[config.mk]
export PLATFORM = sky130hd
export DESIGN_NAME = rgmii_idelay_scan
export DESIGN_NICKNAME = d
export VERILOG_FILES = /design/src/rtl/rgmii_idelay_scan.sv
export SDC_FILE = /design/constraint.sdc
export NUM_CORES = 1
export LEC_CHECK = 0
export BUFFER_PORTS_ARGS = -buffer_cell sky130_fd_sc_hd__buf_2
export CORE_ASPECT_RATIO = 1.1
export CORE_UTILIZATION = 40
export CTS_CLUSTER_SIZE = 25
export DETAILED_ROUTE_END_ITERATION = 12
export PLACE_DENSITY = 0.66
export SLEW_MARGIN = 20
export SYNTH_ARGS = -nofsm -noshare
export SYNTH_HDL_FRONTEND = slang
export SYNTH_SLANG_ARGS = --single-unit
export TNS_END_PERCENT = 10
[constraint.sdc]
create_clock -name clk -period 10.9 [get_ports clk]
set_input_delay 1.09 -clock clk [delete_from_list [all_inputs] [get_ports clk]]
set_output_delay 1.09 -clock clk [all_outputs]
set_load 0.02 [all_outputs]
[src/rtl/rgmii_idelay_scan.sv]
`default_nettype none
// ============================================================================
// Module   : rgmii_idelay_scan
// Brief    : Sweeps every IDELAY tap of each RGMII lane, scores each tap from
//            the receive checker's good/bad sample pulses and loads the centre
//            of the widest clean tap window (or a fallback tap).
// Revision : 1.0 - initial release
// ============================================================================
module rgmii_idelay_scan #(
    parameter int N_LANES     = 5,
    parameter int TAP_W       = 5,
    parameter int SETTLE      = 16,
    parameter int DWELL       = 4096,
    parameter int MIN_OK      = 64,
    parameter int DEFAULT_TAP = 12,
    parameter int CNT_W       = 16
) (
    input  logic                         clk,
    input  logic                         reset,
    input  logic                         start,
    input  logic                         manual_stb,
    input  logic [$clog2(N_LANES)-1:0]   manual_lane,
    input  logic [TAP_W-1:0]             manual_tap,
    input  logic                         sample_ok,
    input  logic                         sample_err,
    output logic [N_LANES-1:0]           idelay_ce,
    output logic [TAP_W-1:0]             idelay_value,
    output logic                         busy,
    output logic                         done,
    output logic [N_LANES-1:0]           lane_fail,
    output logic [N_LANES*TAP_W-1:0]     result_tap
);

    localparam int                c_LANE_W    = $clog2(N_LANES);
    localparam int                c_PH_MAX    = (SETTLE > DWELL) ? SETTLE : DWELL;
    localparam int                c_PH_W      = $clog2(c_PH_MAX + 1);
    localparam logic [TAP_W-1:0]  c_TAP_MAX   = {TAP_W{1'b1}};
    localparam logic [TAP_W-1:0]  c_DEF_TAP   = TAP_W'(DEFAULT_TAP);
    localparam logic [CNT_W-1:0]  c_MIN_OK    = CNT_W'(MIN_OK);
    localparam logic [c_LANE_W-1:0] c_LANE_LAST = c_LANE_W'(N_LANES - 1);
    localparam logic [c_PH_W-1:0] c_SETTLE_LAST = c_PH_W'(SETTLE - 1);
    localparam logic [c_PH_W-1:0] c_DWELL_LAST  = c_PH_W'(DWELL - 1);

    localparam logic [2:0] c_ST_IDLE   = 3'd0;
    localparam logic [2:0] c_ST_LOAD   = 3'd1;
    localparam logic [2:0] c_ST_SETTLE = 3'd2;
    localparam logic [2:0] c_ST_DWELL  = 3'd3;
    localparam logic [2:0] c_ST_EVAL   = 3'd4;
    localparam logic [2:0] c_ST_CENTER = 3'd5;
    localparam logic [2:0] c_ST_DONE   = 3'd6;

    logic [2:0]               r_state;
    logic [c_LANE_W-1:0]      r_lane;
    logic [TAP_W-1:0]         r_tap;
    logic [c_PH_W-1:0]        r_phase;
    logic [CNT_W-1:0]         r_ok_cnt;
    logic [CNT_W-1:0]         r_err_cnt;
    logic [TAP_W-1:0]         r_run_start;
    logic [TAP_W:0]           r_run_len;
    logic [TAP_W-1:0]         r_best_start;
    logic [TAP_W:0]           r_best_len;
    logic [N_LANES-1:0]       r_idelay_ce;
    logic [TAP_W-1:0]         r_idelay_value;
    logic                     r_busy;
    logic                     r_done;
    logic [N_LANES-1:0]       r_lane_fail;
    logic [N_LANES*TAP_W-1:0] r_result_tap;

    logic                     w_good;
    logic [TAP_W-1:0]         w_run_start;
    logic [TAP_W:0]           w_run_len;
    logic [TAP_W-1:0]         w_best_start;
    logic [TAP_W:0]           w_best_len;
    logic [TAP_W-1:0]         w_len_m1;
    logic [TAP_W-1:0]         w_final_tap;
    logic [N_LANES-1:0]       w_lane_oh;
    logic [N_LANES-1:0]       w_next_lane_oh;
    logic [N_LANES-1:0]       w_manual_oh;
    logic                     w_manual_ok;

    // Run tracker as it will stand after the tap being evaluated; the best run
    // is only replaced by a strictly longer one, so the earliest run wins ties.
    always_comb begin
        w_good       = (r_err_cnt == '0) && (r_ok_cnt >= c_MIN_OK);
        w_run_start  = r_run_start;
        w_run_len    = '0;
        if (w_good) begin
            w_run_len = r_run_len + 1'b1;
            if (r_run_len == '0) begin
                w_run_start = r_tap;
            end
        end
        w_best_start = r_best_start;
        w_best_len   = r_best_len;
        if (w_run_len > r_best_len) begin
            w_best_start = w_run_start;
            w_best_len   = w_run_len;
        end
        // A full-width window has length 2^TAP_W, whose low bits minus one
        // still give the correct (len-1) in TAP_W bits.
        w_len_m1     = w_best_len[TAP_W-1:0] - 1'b1;
        w_final_tap  = (w_best_len == '0) ? c_DEF_TAP : (w_best_start + (w_len_m1 >> 1));
    end

    assign w_lane_oh      = N_LANES'(1) << r_lane;
    assign w_next_lane_oh = N_LANES'(1) << (r_lane + 1'b1);
    assign w_manual_oh    = N_LANES'(1) << manual_lane;
    assign w_manual_ok    = (32'(manual_lane) < N_LANES);

    always_ff @(posedge clk) begin
        r_idelay_ce <= '0;
        r_done      <= 1'b0;
        if (reset) begin
            r_state        <= c_ST_IDLE;
            r_lane         <= '0;
            r_tap          <= '0;
            r_phase        <= '0;
            r_ok_cnt       <= '0;
            r_err_cnt      <= '0;
            r_run_start    <= '0;
            r_run_len      <= '0;
            r_best_start   <= '0;
            r_best_len     <= '0;
            r_idelay_value <= '0;
            r_busy         <= 1'b0;
            r_lane_fail    <= '0;
            r_result_tap   <= '0;
        end else begin
            case (r_state)
                c_ST_IDLE: begin
                    if (start) begin
                        r_state        <= c_ST_LOAD;
                        r_lane         <= '0;
                        r_tap          <= '0;
                        r_busy         <= 1'b1;
                        r_idelay_ce    <= N_LANES'(1);
                        r_idelay_value <= '0;
                        r_run_start    <= '0;
                        r_run_len      <= '0;
                        r_best_start   <= '0;
                        r_best_len     <= '0;
                    end else if (manual_stb && w_manual_ok) begin
                        r_idelay_ce    <= w_manual_oh;
                        r_idelay_value <= manual_tap;
                    end
                end
                c_ST_LOAD: begin
                    r_ok_cnt  <= '0;
                    r_err_cnt <= '0;
                    r_phase   <= '0;
                    r_state   <= c_ST_SETTLE;
                end
                c_ST_SETTLE: begin
                    if (r_phase == c_SETTLE_LAST) begin
                        r_phase <= '0;
                        r_state <= c_ST_DWELL;
                    end else begin
                        r_phase <= r_phase + 1'b1;
                    end
                end
                c_ST_DWELL: begin
                    if (sample_ok && (r_ok_cnt != '1)) begin
                        r_ok_cnt <= r_ok_cnt + 1'b1;
                    end
                    if (sample_err && (r_err_cnt != '1)) begin
                        r_err_cnt <= r_err_cnt + 1'b1;
                    end
                    if (r_phase == c_DWELL_LAST) begin
                        r_phase <= '0;
                        r_state <= c_ST_EVAL;
                    end else begin
                        r_phase <= r_phase + 1'b1;
                    end
                end
                c_ST_EVAL: begin
                    r_run_start  <= w_run_start;
                    r_run_len    <= w_run_len;
                    r_best_start <= w_best_start;
                    r_best_len   <= w_best_len;
                    r_idelay_ce  <= w_lane_oh;
                    if (r_tap != c_TAP_MAX) begin
                        r_tap          <= r_tap + 1'b1;
                        r_idelay_value <= r_tap + 1'b1;
                        r_state        <= c_ST_LOAD;
                    end else begin
                        // The lane's final tap and status become visible in CENTER.
                        r_idelay_value                       <= w_final_tap;
                        r_result_tap[r_lane*TAP_W +: TAP_W]  <= w_final_tap;
                        r_lane_fail[r_lane]                  <= (w_best_len == '0);
                        r_state                              <= c_ST_CENTER;
                    end
                end
                c_ST_CENTER: begin
                    if (r_lane != c_LANE_LAST) begin
                        r_lane         <= r_lane + 1'b1;
                        r_tap          <= '0;
                        r_idelay_ce    <= w_next_lane_oh;
                        r_idelay_value <= '0;
                        r_run_start    <= '0;
                        r_run_len      <= '0;
                        r_best_start   <= '0;
                        r_best_len     <= '0;
                        r_state        <= c_ST_LOAD;
                    end else begin
                        r_busy  <= 1'b0;
                        r_done  <= 1'b1;
                        r_state <= c_ST_DONE;
                    end
                end
                c_ST_DONE: begin
                    r_state <= c_ST_IDLE;
                end
                default: begin
                    r_state <= c_ST_IDLE;
                    r_busy  <= 1'b0;
                end
            endcase
        end
    end

    assign idelay_ce    = r_idelay_ce;
    assign idelay_value = r_idelay_value;
    assign busy         = r_busy;
    assign done         = r_done;
    assign lane_fail    = r_lane_fail;
    assign result_tap   = r_result_tap;

endmodule
`default_nettype wire

==> results of run 1 <==
==> power groups by stage <==
stage	sequential, mW	combinational, mW	clock, mW
floorplan	0.473	0.0971	0
global placement	0.471	0.138	0
detailed placement	0.471	0.139	0
CTS	0.462	0.140	0.648
global route	0.465	0.157	0.665
finish	0.462	0.140	0.640
==> placed cells by master (no fill, tap or decap), types with 19 or more instances in the layout <==
| master | instances |
|---|---|
| ha_1 | 28 |
| nand3_1 | 28 |
| o21ai_0 | 28 |
| xor2_1 | 26 |
| inv_1 | 27 |
| a22oi_1 | 22 |
| nor3_1 | 20 |
| nand2_1 | 48 |
| a21oi_1 | 45 |
| nor2_1 | 127 |
| nand4_1 | 19 |
| buf_2 | 55 |
| dfxtp_1 | 120 |
==> kinds of logic after synthesis <==
| logic type | Yosys count | share of synthesized area (%) |
|---|---|---|
| AOI/OAI and AO/OA | 157 | 16.6 |
| xor gates and xnor gates | 45 | 6.47 |
| adders and majority gates | 29 | 5.87 |
| buffers and inverters | 62 | 4.01 |
| DFF | 120 | 38.1 |
| muxes | 19 | 3.29 |
| and+or+nand+nor | 332 | 25.6 |
==> per-layer routing <==
| metal | GRT usage, % | up-vias | wire length [um] |
|---|---|---|---|
| li1 | - | 2830 | - |
| met1 | 27.5 | 2662 | 7470 |
| met2 | 31.7 | 154 | 7260 |
| met3 | 4.88 | 25 | 879 |
| met4 | 7.75 | 0 | 294 |
| met5 | 0 | - | 0 |
==> cells in the mapped netlist (all sizes together) (3+ instances only) <==
cell | n | area share, %
and2 | 8 | 0.79
nor3 | 21 | 1.7
or3 | 12 | 1.2
clkbuf | 25 | 1.5
a31oi | 3 | 0.30
nor4 | 10 | 0.99
nor2b | 6 | 0.60
a2bb2oi | 6 | 1.0
a311oi | 9 | 1.3
nand2b | 10 | 0.99
and3 | 18 | 1.8
inv | 27 | 1.6
nand3b | 7 | 0.83
nand4 | 19 | 1.9
and4 | 7 | 0.97
a32oi | 8 | 1.1
nand3 | 28 | 2.2
a211oi | 13 | 1.5
buf | 9 | 0.85
dfxtp | 120 | 38
a21o | 3 | 0.36
ha | 28 | 5.6
a22oi | 22 | 2.6
nor2 | 127 | 7.6
o21ai | 30 | 2.4
mux2 | 11 | 2.0
mux2i | 8 | 1.3
o31ai | 6 | 0.71
xor2 | 26 | 3.6
xnor2 | 18 | 2.5
a21oi | 45 | 3.6
nand2 | 48 | 2.9
nor3b | 8 | 0.95
==> worst paths after layout <==
check / start / endpoint / cells after the start
max: r_err_cnt[0] / idelay_value[4] / 27
min: result_tap[5] / result_tap[5] / 2
max reg2reg: r_err_cnt[0] / idelay_value[4] / 27
min reg2reg: result_tap[5] / result_tap[5] / 2
==> worst reg2reg max path: stages, from the launching register on <==
cell and delay (ps):
dfxtp_1 330, inv_1 80, ha_1 140, nor3b_1 270
and4_1 330, nand2_1 230, nor2_1 220, inv_1 70
ha_1 170, nor2b_1 150, o211ai_1 90, or3_1 310
a2bb2oi_1 140, a2bb2oi_2 770, mux2i_1 330, ha_1 320
nand2_1 110, xnor2_1 140, nand2_1 70, o21ai_0 100
ha_1 370, o21ai_0 90, nand2b_1 140, and3_1 170
o21ai_0 70, mux2_2 350, o211a_1 220, nor3_1 140
==> flip-flops by register name (all words and copies together), names as in the netlist <==
signal	flops
idelay_value	5
r_ok_cnt	16
r_phase	13
r_best_start	5
idelay_ce	5
r_lane	3
r_best_len	6
r_state	3
busy	1
r_run_len	6
done	1
r_run_start	5
r_err_cnt	16
r_tap	5
result_tap	25
lane_fail	5
==> through the flow <==
| stage | cell area [um^2] | hold slack [ps] | instances |
|---|---|---|---|
| 3_3_place_gp | 6690 | 442 | 983 |
| 4_1_cts | 7360 | 454 | 1015 |
| 5_1_grt | 7380 | 468 | 1017 |
| 6_report | 7380 | 455 | 1017 |
| 2_1_floorplan | 6300 | 450 | 764 |
| 3_5_place_dp | 6690 | 447 | 983 |
==> area by class of cell <==
type	count	area (um^2)	share of cell area [%]
Clock buffer	20	447	6.05
Antenna cell	2	5.00	0.0678
Sequential cell	120	2400	32.6
Tap cell	196	245	3.32
Inverter	28	105	1.42
Clock inverter	12	223	3.02
Timing Repair Buffer	57	290	3.93
Multi-Input combinational cell	582	3660	49.6
==> run metrics, run 1 <==
First-pass DRT Iterations 5; Hold Path Class flip-flop to flip-flop; die width between 100 and 150 um; Post-Synthesis Net Count between 800 and 900; global-route wire length before repair 26,300 um; Root Buffer clkbuf_16; Post-synth EDFFs 0; Yosys cell types 54; outcome completed; cts bufs inserted 17; f_max ~170 MHz; crit path time final around 6000 ps; pin count of the biggest net entering global routing 96; PD cells around 170 mW/mm^2; maximum buffer depth of the clock tree 2; die height about 130 um; CP arrival 6320 ps; sw frac around 26%; VDD IR max 129 uV; crit-path most repeated cell ha_1; WL/cell 15.6 um; Via density 5.58; ys async rst share 0%; clock share of power roughly half; post-CTS setup buffer count 0; sum of buffers and inverters on the critical path 2; GRT Total Usage about a fifth; Internal around 920 uW; fin. max-slew vios 0; DP HPWL around 11,000 um; Worst path top cell family by delay simple AND/OR/NAND/NOR gates; Initial Util between 40% and 50%; share of layout cells above drive strength 1 12.7%; Final #Nets ~850; Layout fillers 1,473; Least-Margin Pin Slew between 1000 and 1500 ps; crit end category flip-flop; RSZ-0062 raised after global routing false; Max Fanout on Critical Path 21; Residual DRC 0; Setup CP Type flip-flop to flip-flop; Clock Sinks 120; Mapped Cells roughly 760; Synth Register Bits 120; Clk Latency, worst-skew pair approximately 430 ps; Max Clock Skew 13.2 ps; CTS tree built; die area 0.0163 mm^2; Final Util between 40% and 50%; Max-Cap Viols 0; crit start category flip-flop; Comb power frac 11.3%; FP Rows 47; clk slew on worst S/H paths about 60 ps; Seq/Total Area, Yosys about two fifths; vias post-DR around 5,700; NetSw 322 uW; Worst R2R Setup Slack a little under 5000 ps; dominant synthesized flop cell dfxtp_1; Pleak between 2 and 3 nW; Critical Path RT 11,250 ps; Port Buffers 55; Ys Warns 0; Tot Pwr 1.24 mW; overall routed net length roughly 16,000 um; CTS H-tree lvls 4; Initial DRC Count between 300 and 400; syn_area_per_cell a little over 8 um^2; worst setup margin 4930 ps; Hold Fails Final Rpt 0; Resized cells post-CTS 0; relative slew slack between 20% and 30%; initial antenna violation count 2; cts hold-fix bufs 0; area grow syn2layout 17.0%; remaining antenna violation count 0; worst stage delay on the critical path approximately 770 ps; final period utilization between 50% and 60%; total congestion overflow 0; Mapped Area 0.00630 mm^2; routability cong. between 0.8 and 0.9; CP max stage cell a2bb2oi_2; Flop pwr share a little under two fifths; endpoints failing setup 0; vias in the first global route around 5,300; Place WS 5020 ps; area of the core around 0.015 mm^2; I/O Pins 56; setup TNS 0 ps
No activity file was read; power rests on OpenSTA's default activity.
==> run 2: changes to the inputs <==
Clock period 10.9 ns to 5.8 ns, I/O delays scaled along.
==> run 2 against run 1 <==
  * Register-to-register slack got worse by 4500 ps
  * Global-route usage increased by 0.17 points
  * Combinational power grew 89%
  * Count of clock-buffer cells in the layout down 3
  * Sequential cell count unchanged
  * Die area did not move
  * Fmax rose by 12%
  * Via count is 1.3% higher
  * Critical path depth down 1
  * Critical path type unchanged
  * Largest power group unchanged
==> run metrics, run 2 (same netlist as run 1, synthesis figures left out) <==
setup TNS 0 ps; final period utilization between 90% and 100%; Worst R2R End idelay_value[4]; DP Area 0.00670 mm^2; CP Launch Point r_err_cnt[10]; Initial DRC Count slightly below 500; crit start category flip-flop; area of the core around 0.015 mm^2; Max-Cap Viols 0; Final Instance Count excl. Fillers 1,018; Via density approximately 5.6; DP HPWL around 11,000 um; Hold Path Class flip-flop to flip-flop; relative slew slack approximately 30%; outcome completed; initial antenna violation count 0; ANT cells 0; pin count of the biggest net entering global routing 56; die area approximately 0.016 mm^2; Port Buffers 55; most frequent cells in the layout nor2_1, dfxtp_1, buf_2; vias post-DR approximately 5,700; Layout fillers 1,456; fin. max-slew vios 0; f_max 187 MHz; RSZ-0062 raised after global routing false; GRT Total Usage 20.7%; Critical Path RT approximately 6100 ps; crit end category flip-flop; R2R depth 26; cts bufs inserted 17; leading cell type in the layout, fill and taps excluded nor2_1; CTS H-tree lvls 4; placed insts 984; clk slew on worst S/H paths 60 ps; First-pass DRT Iterations 5; die width 122 um; Clk Latency, worst-skew pair around 420 ps; Hold Fails Final Rpt 0; routability cong. 0.871; Initial Util between 40% and 50%; global-route wire length before repair approximately 27,000 um; share of layout cells above drive strength 1 between 10% and 20%; Setup crit end idelay_value[4]; FP Rows 47; max reg flops 25; crit path time final about 5400 ps; launching point of the worst reg2reg path r_err_cnt[10]; Setup CP Type flip-flop to flip-flop; Pleak 2.85 nW; vias in the first global route approximately 5,300; Least-Margin Pin Slew about 1000 ps; overall routed net length about 16,000 um; Min Hold Slack 454 ps; Worst R2R Setup Slack 450 ps; Final #Nets between 800 and 900; Max Clock Skew ~7.6 ps; area grow syn2layout 16.6%; Root Buffer clkbuf_16; endpoints failing setup 0; CP arrival 5690 ps; die height between 100 and 150 um; Resized cells post-CTS 0; VDD IR max between 200 and 250 uV; PD cells roughly 300 mW/mm^2; Clock Sinks 120; final instance area ~0.0073 mm^2; Max Fanout on Critical Path 8; CTS tree built; WL/cell 15.8 um; Final Util between 40% and 50%; total congestion overflow 0; Residual DRC 0; maximum buffer depth of the clock tree 2; remaining antenna violation count 0; I/O Pins 56
run 2: power breakdown:
group | internal, mW | total (mW) | switching (mW)
clock | 0.684 | 1.10 | 0.416
combinational | 0.0698 | 0.264 | 0.194
sequential | 0.844 | 0.868 | 0.0236
run 2: worst max-delay path: stages (launching register included):
cell       delay (ps)
dfxtp_1           330
nor4_1            430
and4_1            340
nand2_1           210
nor2_1            210
inv_1              70
ha_1              170
nor2b_1           150
o211ai_1           90
or3_1             310
a2bb2oi_1         140
a2bb2oi_2         150
buf_4             170
mux2i_1           230
ha_1              260
inv_1              70
ha_1              180
inv_1              60
fa_1              400
nor2b_1           120
o21ai_0            90
nand2b_1          130
and3_1            160
o21ai_0            60
mux2_2            360
o211a_1           220
nor3_1            140
run 2: how the worst min path moves through the flow:
| stage | start | to | slack (ps) | cells after the start |
|---|---|---|---|---|
| after floorplan | r_run_start[0] | r_run_start[0] | 450 | 2 |
| after global placement | result_tap[11] | result_tap[11] | 440 | 2 |
| after detailed placement | result_tap[15] | result_tap[15] | 450 | 2 |
| after CTS | result_tap[15] | result_tap[15] | 450 | 2 |
| after global routing | result_tap[10] | result_tap[10] | 470 | 2 |
| final | result_tap[6] | result_tap[6] | 450 | 2 |
run 2: per-layer routing:
metal  global-route usage [%]  wire, um  up-vias  part of all wire (%)
li1                         -         -     2824                     -
met1                     27.3      7360     2737                    46
met2                     32.9      7570      157                    47
met3                     5.27       861       26                   5.4
met4                     6.45       238        0                   1.5
met5                        0         0        -                     0
run 2: timing repair:
item	in CTS	in global routing
setup buffers	0	2
endpoints found under the setup margin	0	1
hold buffers	0	0
run 2: final cells by class:
type	instances	area (um^2)	area share, %
multi-input combinational	582	3670	49.9
sequential	120	2400	32.7
clock buffer	17	425	5.79
timing repair buffer	60	313	4.26
tap	196	245	3.34
clock inverter	15	191	2.60
inverter	28	105	1.43
run 2: stage by stage:
| step | worst slack [ps] | total power [mW] |
|---|---|---|
| final | 446 | 2.23 |
| after global routing | 85.4 | 2.32 |
| after CTS | 446 | 2.25 |
| after detailed placement | 447 | 1.15 |
| after global placement | 636 | 1.14 |
| after floorplan | 780 | 1.07 |
==> run 3: changes to the inputs <==
Settings changed: REMOVE_ABC_BUFFERS set to 1.
==> run 3 against run 2 <==
  * Non-clock buffer count increased by 2
  * Register-to-register slack got worse by 120 ps
  * Count of clock-buffer cells in the layout rose by 5
  * Sequential cell count is the same
  * Die area stayed put
  * Critical path depth stayed put
  * Final cell count about the same
  * Combinational power fell by 3%
  * Via count down 3.6%
==> run metrics, run 3 (same netlist as run 1, synthesis figures left out) <==
VDD IR max 205 uV; Max Clock Skew approximately 8.4 ps; crit end category flip-flop; Hold Fails Final Rpt 0; Port Buffers 55; worst stage delay on the critical path 400 ps; Worst path top cell family by delay simple AND/OR/NAND/NOR gates; total congestion overflow 0; final period utilization ~94%; ANT cells 0; setup TNS 0 ps; clk slew on worst S/H paths 60 ps; First-pass DRT Iterations 5; routed wl met3 between 400 and 500 um; die width between 100 and 150 um; f_max about 180 MHz; routability cong. roughly 0.94; Max Fanout on Critical Path 6; cts hold-fix bufs 0; Residual DRC 0; crit start category flip-flop; vias in the first global route between 4,000 and 5,000; WL/cell ~15 um; vias post-DR 5,536; Final #Nets ~850; PD cells 294 mW/mm^2; DP HPWL roughly 10,000 um; GRT Total Usage a little under a fifth; cts bufs inserted 17; most frequent cells in the layout nor2_1, dfxtp_1, buf_2; Internal 1.58 mW; CTS tree built; Initial DRC Count between 300 and 400; Min Hold Slack approximately 450 ps; die height about 130 um; FP Rows 47; Setup CP Type flip-flop to flip-flop; Comb power frac a little under an eighth; WL met1 about 7300 um; sw frac a little over a quarter; area grow syn2layout 16.6%; remaining antenna violation count 0; global-route wire length before repair 24,200 um; overall routed net length ~15,000 um; Hold Path Class flip-flop to flip-flop; outcome completed; relative slew slack between 20% and 30%; Clock Sinks between 100 and 150; Least-Margin Pin Slew 1050 ps; clock share of power between 40% and 50%; crit path time final 5470 ps; NetSw approximately 580 uW; fin. max-slew vios 0; Initial Util between 40% and 50%; maximum buffer depth of the clock tree 2; CP max stage cell fa_1; endpoints failing setup 0; sum of buffers and inverters on the critical path 4; share of layout cells above drive strength 1 between 10 and 15%; I/O Pins between 50 and 60; Critical Path RT slightly above 6000 ps; CP arrival between 5000 and 6000 ps; pin count of the biggest net entering global routing 95; area of the core 0.0152 mm^2; Root Buffer clkbuf_16; die area roughly 0.016 mm^2; Max-Cap Viols 0; Via density roughly 5.4; Pleak 2.86 nW; leading cell type in the layout, fill and taps excluded nor2_1; Clk Latency, worst-skew pair 420 ps; Layout fillers about 1,500; Flop pwr share between 40% and 50%; max reg flops 25; CTS H-tree lvls 4; initial antenna violation count 0; routed length on met2 a little under 7000 um; Top Layer Used met4
[run 3: changes by cell type in the layout (fill, tap and decap cells not counted), moves of 2 or more]
| cell | delta |
|---|---|
| clkinvlp_4 | -2 |
| clkbuf_8 | +4 |
| buf_4 | +2 |
| clkinv_2 | +2 |
| inv_6 | -4 |
| clkinv_4 | -3 |
[run 3: layout make-up]
cell class              instances  area, um^2  share of cell area (%)
flip-flops and latches        120        2400                    32.7
clock inverters                 7        95.1                    1.29
well taps                     196         245                    3.34
clock buffers                  22         484                    6.59
multi-input cells             582        3690                    50.2
inverters                      28         105                    1.43
repair buffers                 62         328                    4.46
[run 3: worst reg2reg max path: cells and delay by family, from the launching register on]
kind / cells / cell delay (ps)
adders and majority gates: 5 / 1390
buffers and inverters: 4 / 350
muxes: 2 / 630
AOI/OAI and AO/OA: 6 / 880
DFF: 1 / 360
and+or+nand+nor: 9 / 1760
[run 3: power groups by stage]
| stage | combinational (mW) | clock, mW | sequential [mW] |
|---|---|---|---|
| 2_1_floorplan | 0.156 | 0 | 0.895 |
| 3_3_place_gp | 0.255 | 0 | 0.886 |
| 3_5_place_dp | 0.255 | 0 | 0.886 |
| 4_1_cts | 0.257 | 1.05 | 0.869 |
| 5_1_grt | 0.292 | 1.09 | 0.872 |
| 6_report | 0.257 | 1.04 | 0.869 |
[run 3: path summary, 6_finish.rpt]
path	from	endpoint	slack [ps]	cells past startpoint
worst max-delay path	r_err_cnt[0]	idelay_value[4]	330	26
worst min-delay path	result_tap[11]	result_tap[11]	450	2
worst max register to register	r_err_cnt[0]	idelay_value[4]	330	26
worst min register to register	result_tap[11]	result_tap[11]	450	2
[run 3: what timing repair did]
item / CTS / global route
buffers inserted: 0 / 3
setup endpoints to repair: 0 / 6
resized for setup: 0 / 8
[run 3: stage by stage]
stage	setup WS [ps]	cell area (um^2)	power [mW]	instances	utilization [%]
final	329	7350	2.16	1017	48.3
after floorplan	687	6160	1.05	730	-
after detailed placement	308	6710	1.14	985	44.0
after global placement	494	6710	1.14	985	44.0
after CTS	229	7290	2.18	1014	47.8
after global routing	-11.7	7350	2.25	1017	48.3
[run 3: layer usage]
metal	up-vias	GRT usage, %
li1	2828	-
met2	104	28.7
met1	2576	25.5
met4	0	7.82
met3	28	4.15
met5	-	0
